$ cat src/rtl/vga_pkg.sv
// vga_pkg: shared timing defaults, default-width colour struct and the
// line/frame total helpers used by the VGA display engine.
//   DEF_*        - 640x480@60 style timing defaults
//   CNT_W        - width of the pix_x / pix_y counters
//   rgb_t        - {r,g,b} at the default colour width
//   h_total/v_total - porch/sync/active sums
package vga_pkg;
    localparam int DEF_H_ACTIVE = 640;
    localparam int DEF_H_FP     = 16;
    localparam int DEF_H_SYNC   = 96;
    localparam int DEF_H_BP     = 48;
    localparam int DEF_V_ACTIVE = 480;
    localparam int DEF_V_FP     = 10;
    localparam int DEF_V_SYNC   = 2;
    localparam int DEF_V_BP     = 33;
    localparam int DEF_COLOR_W  = 8;

    localparam int CNT_W     = 10;
    localparam int MAX_TOTAL = 1 << CNT_W;

    // Modules with a non-default COLOR_W declare the same layout locally.
    typedef struct packed {
        logic [DEF_COLOR_W-1:0] r;
        logic [DEF_COLOR_W-1:0] g;
        logic [DEF_COLOR_W-1:0] b;
    } rgb_t;

    function automatic int h_total(input int act, input int fp, input int sync, input int bp);
        return act + fp + sync + bp;
    endfunction

    function automatic int v_total(input int act, input int fp, input int sync, input int bp);
        return act + fp + sync + bp;
    endfunction
endpackage

$ cat src/rtl/vga_timing_gen.sv
// vga_timing_gen: scan counters, raw sync/de decode and frame bookkeeping.
//   clk, rst (async, active-low), pix_ce (pixel tick)
//   pix_x, pix_y   - current scan coordinate
//   hs_act, vs_act - sync asserted (polarity applied by the caller)
//   de             - coordinate is visible
//   frame_start    - tick at (0,0); combinational so it lines up with pixel (0,0)
//   frame_cnt      - completed frames, first frame after reset not counted
module vga_timing_gen
    import vga_pkg::*;
#(
    parameter int H_ACTIVE = DEF_H_ACTIVE,
    parameter int H_FP     = DEF_H_FP,
    parameter int H_SYNC   = DEF_H_SYNC,
    parameter int H_BP     = DEF_H_BP,
    parameter int V_ACTIVE = DEF_V_ACTIVE,
    parameter int V_FP     = DEF_V_FP,
    parameter int V_SYNC   = DEF_V_SYNC,
    parameter int V_BP     = DEF_V_BP
) (
    input  logic             clk,
    input  logic             rst,
    input  logic             pix_ce,
    output logic [CNT_W-1:0] pix_x,
    output logic [CNT_W-1:0] pix_y,
    output logic             hs_act,
    output logic             vs_act,
    output logic             de,
    output logic             frame_start,
    output logic [15:0]      frame_cnt
);
    localparam int H_TOTAL = h_total(H_ACTIVE, H_FP, H_SYNC, H_BP);
    localparam int V_TOTAL = v_total(V_ACTIVE, V_FP, V_SYNC, V_BP);

    if (H_TOTAL > MAX_TOTAL || V_TOTAL > MAX_TOTAL) begin : g_bad_total
        $error("vga_timing_gen: H_TOTAL/V_TOTAL exceed counter range");
    end

    localparam logic [CNT_W-1:0] H_LAST = CNT_W'(H_TOTAL - 1);
    localparam logic [CNT_W-1:0] V_LAST = CNT_W'(V_TOTAL - 1);

    logic seen_first;

    always_ff @(posedge clk or negedge rst) begin
        if (!rst) begin
            pix_x <= '0;
            pix_y <= '0;
        end else if (pix_ce) begin
            if (pix_x == H_LAST) begin
                pix_x <= '0;
                pix_y <= (pix_y == V_LAST) ? '0 : pix_y + 1'b1;
            end else begin
                pix_x <= pix_x + 1'b1;
            end
        end
    end

    // Gated by rst so nothing pulses while held in reset; (0,0) is only
    // present for one tick, so the pulse is one clk even with pix_ce stuck high.
    assign frame_start = rst && pix_ce && (pix_x == '0) && (pix_y == '0);

    always_ff @(posedge clk or negedge rst) begin
        if (!rst) begin
            seen_first <= 1'b0;
            frame_cnt  <= '0;
        end else if (frame_start) begin
            seen_first <= 1'b1;
            if (seen_first) frame_cnt <= frame_cnt + 16'd1;
        end
    end

    assign de     = (int'(pix_x) < H_ACTIVE) && (int'(pix_y) < V_ACTIVE);
    assign hs_act = (int'(pix_x) >= H_ACTIVE + H_FP) && (int'(pix_x) < H_ACTIVE + H_FP + H_SYNC);
    assign vs_act = (int'(pix_y) >= V_ACTIVE + V_FP) && (int'(pix_y) < V_ACTIVE + V_FP + V_SYNC);
endmodule

$ cat src/rtl/vga_display_engine.sv
// vga_display_engine: VGA timing plus a frame-latched priority mux over
// NUM_LAYERS colour sources.
//   clk, rst (async, active-low), pix_ce (pixel tick)
//   layer_en   - per-layer request, latched at frame_start
//   layer_rgb  - packed {r,g,b} per layer, layer 0 in the LSBs
//   pix_x/pix_y - scan coordinate sent to the layers
//   hsync/vsync/de/r_red/r_green/r_blue - delayed LAYER_LAT+1 ticks so they
//                line up with the layer colour for the same coordinate
//   frame_start, frame_cnt - frame pulse and completed-frame count
module vga_display_engine
    import vga_pkg::*;
#(
    parameter int   H_ACTIVE   = DEF_H_ACTIVE,
    parameter int   H_FP       = DEF_H_FP,
    parameter int   H_SYNC     = DEF_H_SYNC,
    parameter int   H_BP       = DEF_H_BP,
    parameter int   V_ACTIVE   = DEF_V_ACTIVE,
    parameter int   V_FP       = DEF_V_FP,
    parameter int   V_SYNC     = DEF_V_SYNC,
    parameter int   V_BP       = DEF_V_BP,
    parameter logic HSYNC_POL  = 1'b0,
    parameter logic VSYNC_POL  = 1'b0,
    parameter int   NUM_LAYERS = 3,
    parameter int   COLOR_W    = DEF_COLOR_W,
    parameter int   LAYER_LAT  = 1
) (
    input  logic                            clk,
    input  logic                            rst,
    input  logic                            pix_ce,
    input  logic [NUM_LAYERS-1:0]           layer_en,
    input  logic [NUM_LAYERS*3*COLOR_W-1:0] layer_rgb,
    output logic [CNT_W-1:0]                pix_x,
    output logic [CNT_W-1:0]                pix_y,
    output logic                            hsync,
    output logic                            vsync,
    output logic                            de,
    output logic [COLOR_W-1:0]              r_red,
    output logic [COLOR_W-1:0]              r_green,
    output logic [COLOR_W-1:0]              r_blue,
    output logic                            frame_start,
    output logic [15:0]                     frame_cnt
);
    if (LAYER_LAT < 0 || LAYER_LAT > 3) begin : g_bad_lat
        $error("vga_display_engine: LAYER_LAT must be 0..3");
    end

    typedef struct packed {
        logic hs;
        logic vs;
        logic de;
    } tim_t;

    typedef struct packed {
        logic [COLOR_W-1:0] r;
        logic [COLOR_W-1:0] g;
        logic [COLOR_W-1:0] b;
    } pix_rgb_t;

    localparam int             SEL_W    = $clog2(NUM_LAYERS + 1);
    localparam logic [SEL_W-1:0] SEL_NONE = SEL_W'(NUM_LAYERS);

    logic hs_now, vs_now, de_now;

    vga_timing_gen #(
        .H_ACTIVE(H_ACTIVE), .H_FP(H_FP), .H_SYNC(H_SYNC), .H_BP(H_BP),
        .V_ACTIVE(V_ACTIVE), .V_FP(V_FP), .V_SYNC(V_SYNC), .V_BP(V_BP)
    ) u_timing (
        .clk        (clk),
        .rst        (rst),
        .pix_ce     (pix_ce),
        .pix_x      (pix_x),
        .pix_y      (pix_y),
        .hs_act     (hs_now),
        .vs_act     (vs_now),
        .de         (de_now),
        .frame_start(frame_start),
        .frame_cnt  (frame_cnt)
    );

    // tap[i] is the timing word for the coordinate presented i ticks ago;
    // vld_pipe[LAYER_LAT] is the registered output stage.
    tim_t vld_pipe [LAYER_LAT:0];
    tim_t tap      [LAYER_LAT:0];

    always_comb begin
        tap[0] = '{hs: hs_now, vs: vs_now, de: de_now};
        for (int i = 1; i <= LAYER_LAT; i++) tap[i] = vld_pipe[i-1];
    end

    always_ff @(posedge clk or negedge rst) begin
        if (!rst) begin
            for (int i = 0; i <= LAYER_LAT; i++) vld_pipe[i] <= '0;
        end else if (pix_ce) begin
            for (int i = 0; i <= LAYER_LAT; i++) vld_pipe[i] <= tap[i];
        end
    end

    // Priority pick: lowest enabled index wins, SEL_NONE when nothing is on.
    logic [SEL_W-1:0] prio_sel, sel_q, sel_eff;

    always_comb begin
        prio_sel = SEL_NONE;
        for (int i = NUM_LAYERS - 1; i >= 0; i--)
            if (layer_en[i]) prio_sel = SEL_W'(i);
    end

    always_ff @(posedge clk or negedge rst) begin
        if (!rst)             sel_q <= SEL_NONE;
        else if (frame_start) sel_q <= prio_sel;
    end

    // On the frame_start tick itself use the fresh pick, so with
    // LAYER_LAT=0 pixel (0,0) already belongs to the new frame's layer.
    assign sel_eff = frame_start ? prio_sel : sel_q;

    pix_rgb_t layer_pix, rgb_q;

    always_comb begin
        layer_pix = '0;
        for (int i = 0; i < NUM_LAYERS; i++)
            if (sel_eff == SEL_W'(i)) layer_pix = layer_rgb[i*3*COLOR_W +: 3*COLOR_W];
    end

    // Colour is captured alongside the de entering the output stage, so
    // blanking pixels are zero by construction.
    always_ff @(posedge clk or negedge rst) begin
        if (!rst)        rgb_q <= '0;
        else if (pix_ce) rgb_q <= tap[LAYER_LAT].de ? layer_pix : '0;
    end

    assign de      = vld_pipe[LAYER_LAT].de;
    assign hsync   = vld_pipe[LAYER_LAT].hs ? HSYNC_POL : ~HSYNC_POL;
    assign vsync   = vld_pipe[LAYER_LAT].vs ? VSYNC_POL : ~VSYNC_POL;
    assign r_red   = rgb_q.r;
    assign r_green = rgb_q.g;
    assign r_blue  = rgb_q.b;
endmodule
$ cat config.mk
export PLATFORM = sky130hd
export DESIGN_NAME = vga_display_engine
export DESIGN_NICKNAME = d
export VERILOG_FILES = /design/src/rtl/vga_pkg.sv /design/src/rtl/vga_timing_gen.sv /design/src/rtl/vga_display_engine.sv
export SDC_FILE = /design/constraint.sdc
export NUM_CORES = 1
export LEC_CHECK = 0
export CELL_PAD_IN_SITES_DETAIL_PLACEMENT = 0
export CELL_PAD_IN_SITES_GLOBAL_PLACEMENT = 1
export CORE_MARGIN = 5
export CORE_UTILIZATION = 33
export CTS_CLUSTER_SIZE = 25
export DETAILED_ROUTE_END_ITERATION = 8
export PLACE_DENSITY_LB_ADDON = 0.1
export SETUP_SLACK_MARGIN = 0.05
export SLEW_MARGIN = 10
export SYNTH_ARGS = -nofsm -noshare
export SYNTH_HDL_FRONTEND = slang
export SYNTH_SLANG_ARGS = --single-unit
$ cat constraint.sdc
create_clock -name clk -period 3.1 [get_ports clk]
set_clock_uncertainty 0.2 [all_clocks]
set_input_delay 0.465 -clock clk [delete_from_list [all_inputs] [get_ports clk]]
set_output_delay 0.465 -clock clk [all_outputs]
set_load 0.02 [all_outputs]
==> flow_metrics.tcl <==
set metrics [dict create \
    grt_max_degree 70 \
    port_buffers 141 \
    crit_type "flip-flop to flip-flop" \
    die_x_um 114 \
    timing.final.max_slew_violations 0 \
    total_power_mw 2.51 \
    holdWs_ns 0.181 \
    wl_per_cell_um 16.1 \
    async_flop_share_pct 100 \
    synth_top_cell_area_share_pct 47.1 \
    avgSynthCellArea_um2 11.0 \
    final_core_util_pct 50.4 \
    hp-class "primary input to asynchronous set/reset pin" \
    place_congestion 0.781 \
    grt_pass1_wl_um 16400 \
    cts_max_level 3 \
    worst_pin_slew_ns 0.899 \
    ys_seq_elements 69 \
    grt_pass1_vias 3256 \
    worst-path-buf-inv 2 \
    insertion_delay_ns 0.34 \
    grt_overflow 0 \
    ys_warn_count 0 \
    final_common_cell "clkdlybuf4s50_1" \
    ios 142 \
    p_per_area_nw_per_um2 466 \
    rsz0062_at_grt "no" \
    max_stage_delay_ns 0.48 \
    start_util_pct 33.3 \
    crit_fanout 25 \
    hpwl_um 7210 \
    syn_to_final_growth_pct 51.5 \
    wirelength_um 9960 \
    root_buffer "clkbuf_8" \
    dp.cells 601 \
    setup_tns_ns 0 \
    required_ns 3.12 \
    syn_area_um2 3560 \
    status "finished clean" \
    ant_nets 0 \
    post_cts_buffers 0 \
    cap_violations 0 \
    yosysTopAreaCell "dfrtp_1" \
    cp_top_family "simple AND/OR/NAND/NOR gates" \
    drt_iter0_markers 134 \
    worstPathCellList "inv_1, ha_1, or4b_1, nor3_4, and2_4, mux2i_4, buf_12, mux2i_1, o21ai_1" \
    clockBufferDepth 2 \
    arrival_ns 2.86 \
    slew_headroom_pct 40.1 \
    finalCritPeriodShare_pct 91.5 \
    core_um2 10700 \
    synth-edff-count 0 \
    die_y_um 114 \
    antenna_found_initial 0 \
    drive_above_1_share_pct 13.4 \
    max-vdd-ir-drop_v 0.000258 \
    fmax_ghz 0.353 \
    rows 38 \
    drc 0 \
    cts_tree "done" \
    num-nets-final 555 \
    cp-end-kind "flip-flop" \
    diodes 0 \
    grt.total_usage_pct 15.8 \
    path_clk_slew_ns 0.07 \
    final_hold_viol_count 0 \
    numClockSinks 69 \
    first_pass_iters 4 \
    final_cell_mix "clkdlybuf4s50_1 (139), dfrtp_1 (67), nand2_1 (29)" \
    die_area_um2 13000 \
    stdcell_count 617 \
    vias_per_cell 4.93 \
    finalSetupViolCount 0 \
    synth_ff_type "dfrtp_1" \
    cts_buffers 9 \
    ys_top_cells_by_area "dfrtp_1 (47%), a22oi_2 (7.0%), mux2i_1 (6.7%)" \
    synth_cell_types 46 \
    cp-start-kind "flip-flop" \
    cpMaxStageDelayCell "or4b_1" \
    min_period_ns 2.84 \
    seq_area_frac_synth_pct 48.6 \
    syn-num-nets 406 \
    vias 3039 \
    syn_inst 323 \
    power.leakage_nw 2.34 \
]
metal layers:
| layer | vias up | GRT usage, % | routed length, um |
|---|---|---|---|
| met5 | - | 0 | 0 |
| met4 | 0 | 4.28 | 103 |
| met3 | 9 | 6.84 | 945 |
| met2 | 103 | 25.1 | 4640 |
| met1 | 1458 | 19.7 | 4270 |
| li1 | 1469 | - | - |
cells by family (layout without fill, tap and decap cells):
kind of cell | count (synthesis) | after routing | share of synthesized area [%]
xor+xnor | 26 | 26 | 6.40
compound gates | 69 | 69 | 14.8
simple gates | 98 | 98 | 15.4
mux | 29 | 29 | 8.72
fa+ha+maj | 5 | 5 | 1.76
buf+inv | 27 | 181 | 4.36
flops | 69 | 69 | 48.6
what timing repair did:
item,in CTS,in global routing
endpoints found under the setup margin,1,1
pin swaps,0,0
gates resized for setup,2,2
hold buffers,0,0
gates cloned,0,0
sequential cells by signal, indices dropped and copies added (netlist names):
signal,count
de,1
r_blue,8
r_green,8
r_red,8
sel_q,2
tap,3
u_timing.frame_cnt,16
u_timing.pix_x,10
u_timing.pix_y,10
u_timing.seen_first,1
vld_pipe,2
area by class of cell:
cell class / count / area, um2
Fill cell: 1003 / 5310
Sequential cell: 69 / 1730
Multi-Input combinational cell: 227 / 1690
Timing Repair Buffer: 155 / 1530
Tap cell: 140 / 175
Clock buffer: 12 / 155
Clock inverter: 4 / 70.1
Inverter: 10 / 37.5
worst register-to-register path, cell delays in order, from the launching register on:
cell     delay (ns)
dfrtp_1        0.44
inv_1          0.10
ha_1           0.14
or4b_1         0.48
nor3_4         0.23
and2_4         0.30
mux2i_4        0.28
buf_12         0.24
mux2i_1        0.25
o21ai_1        0.07
metrics by stage:
| step | area, um2 | setup slack [ns] |
|---|---|---|
| 3_3_place_gp | 5160 | 0.250 |
| 4_1_cts | 5400 | 0.139 |
| 3_5_place_dp | 5160 | 0.194 |
| 6_report | 5390 | 0.263 |
| 5_1_grt | 5390 | 0.0620 |
| 2_1_floorplan | 3560 | 0.382 |
report_power, final:
group | internal [mW] | switching, mW | leakage, nW
clock | 0.495 | 0.342 | 0.116
combinational | 0.328 | 0.313 | 1.32
sequential | 0.971 | 0.0623 | 0.904
total | 1.79 | 0.718 | 2.34
Yosys cell counts (3+ instances only):
| master | number |
|---|---|
| mux2_2 | 3 |
| a21oi_1 | 3 |
| or3_1 | 3 |
| nand3_1 | 7 |
| buf_2 | 3 |
| o21ai_0 | 16 |
| mux2i_1 | 24 |
| a22oi_2 | 20 |
| inv_1 | 10 |
| dfrtp_1 | 67 |
| buf_6 | 5 |
| nand4_1 | 14 |
| ha_1 | 5 |
| clkbuf_1 | 7 |
| and3_1 | 7 |
| a22oi_1 | 4 |
| xnor2_1 | 18 |
| nand2_1 | 29 |
| o31ai_1 | 3 |
| o21ai_1 | 20 |
| nor2_1 | 15 |
| and4_1 | 3 |
| nand4b_1 | 3 |
| xor2_1 | 8 |
path summary, 6_finish.rpt:
| path | startpoint | end | slack [ns] | cells past startpoint |
|---|---|---|---|---|
| min in group clk | u_timing.frame_cnt[15] | u_timing.frame_cnt[15] | 0.27 | 1 |
| worst max-delay path | u_timing.pix_y[0] | r_blue[3] | 0.26 | 9 |
| worst max register to register | u_timing.pix_y[0] | r_blue[3] | 0.26 | 9 |
| worst min-delay path | rst | u_timing.pix_y[0] | 0.18 | 2 |
| max in group asynchronous | rst | u_timing.frame_cnt[1] | 1.95 | 2 |
| worst min register to register | u_timing.frame_cnt[15] | u_timing.frame_cnt[15] | 0.27 | 1 |
Note: power is estimated with default switching activity, not from simulation.
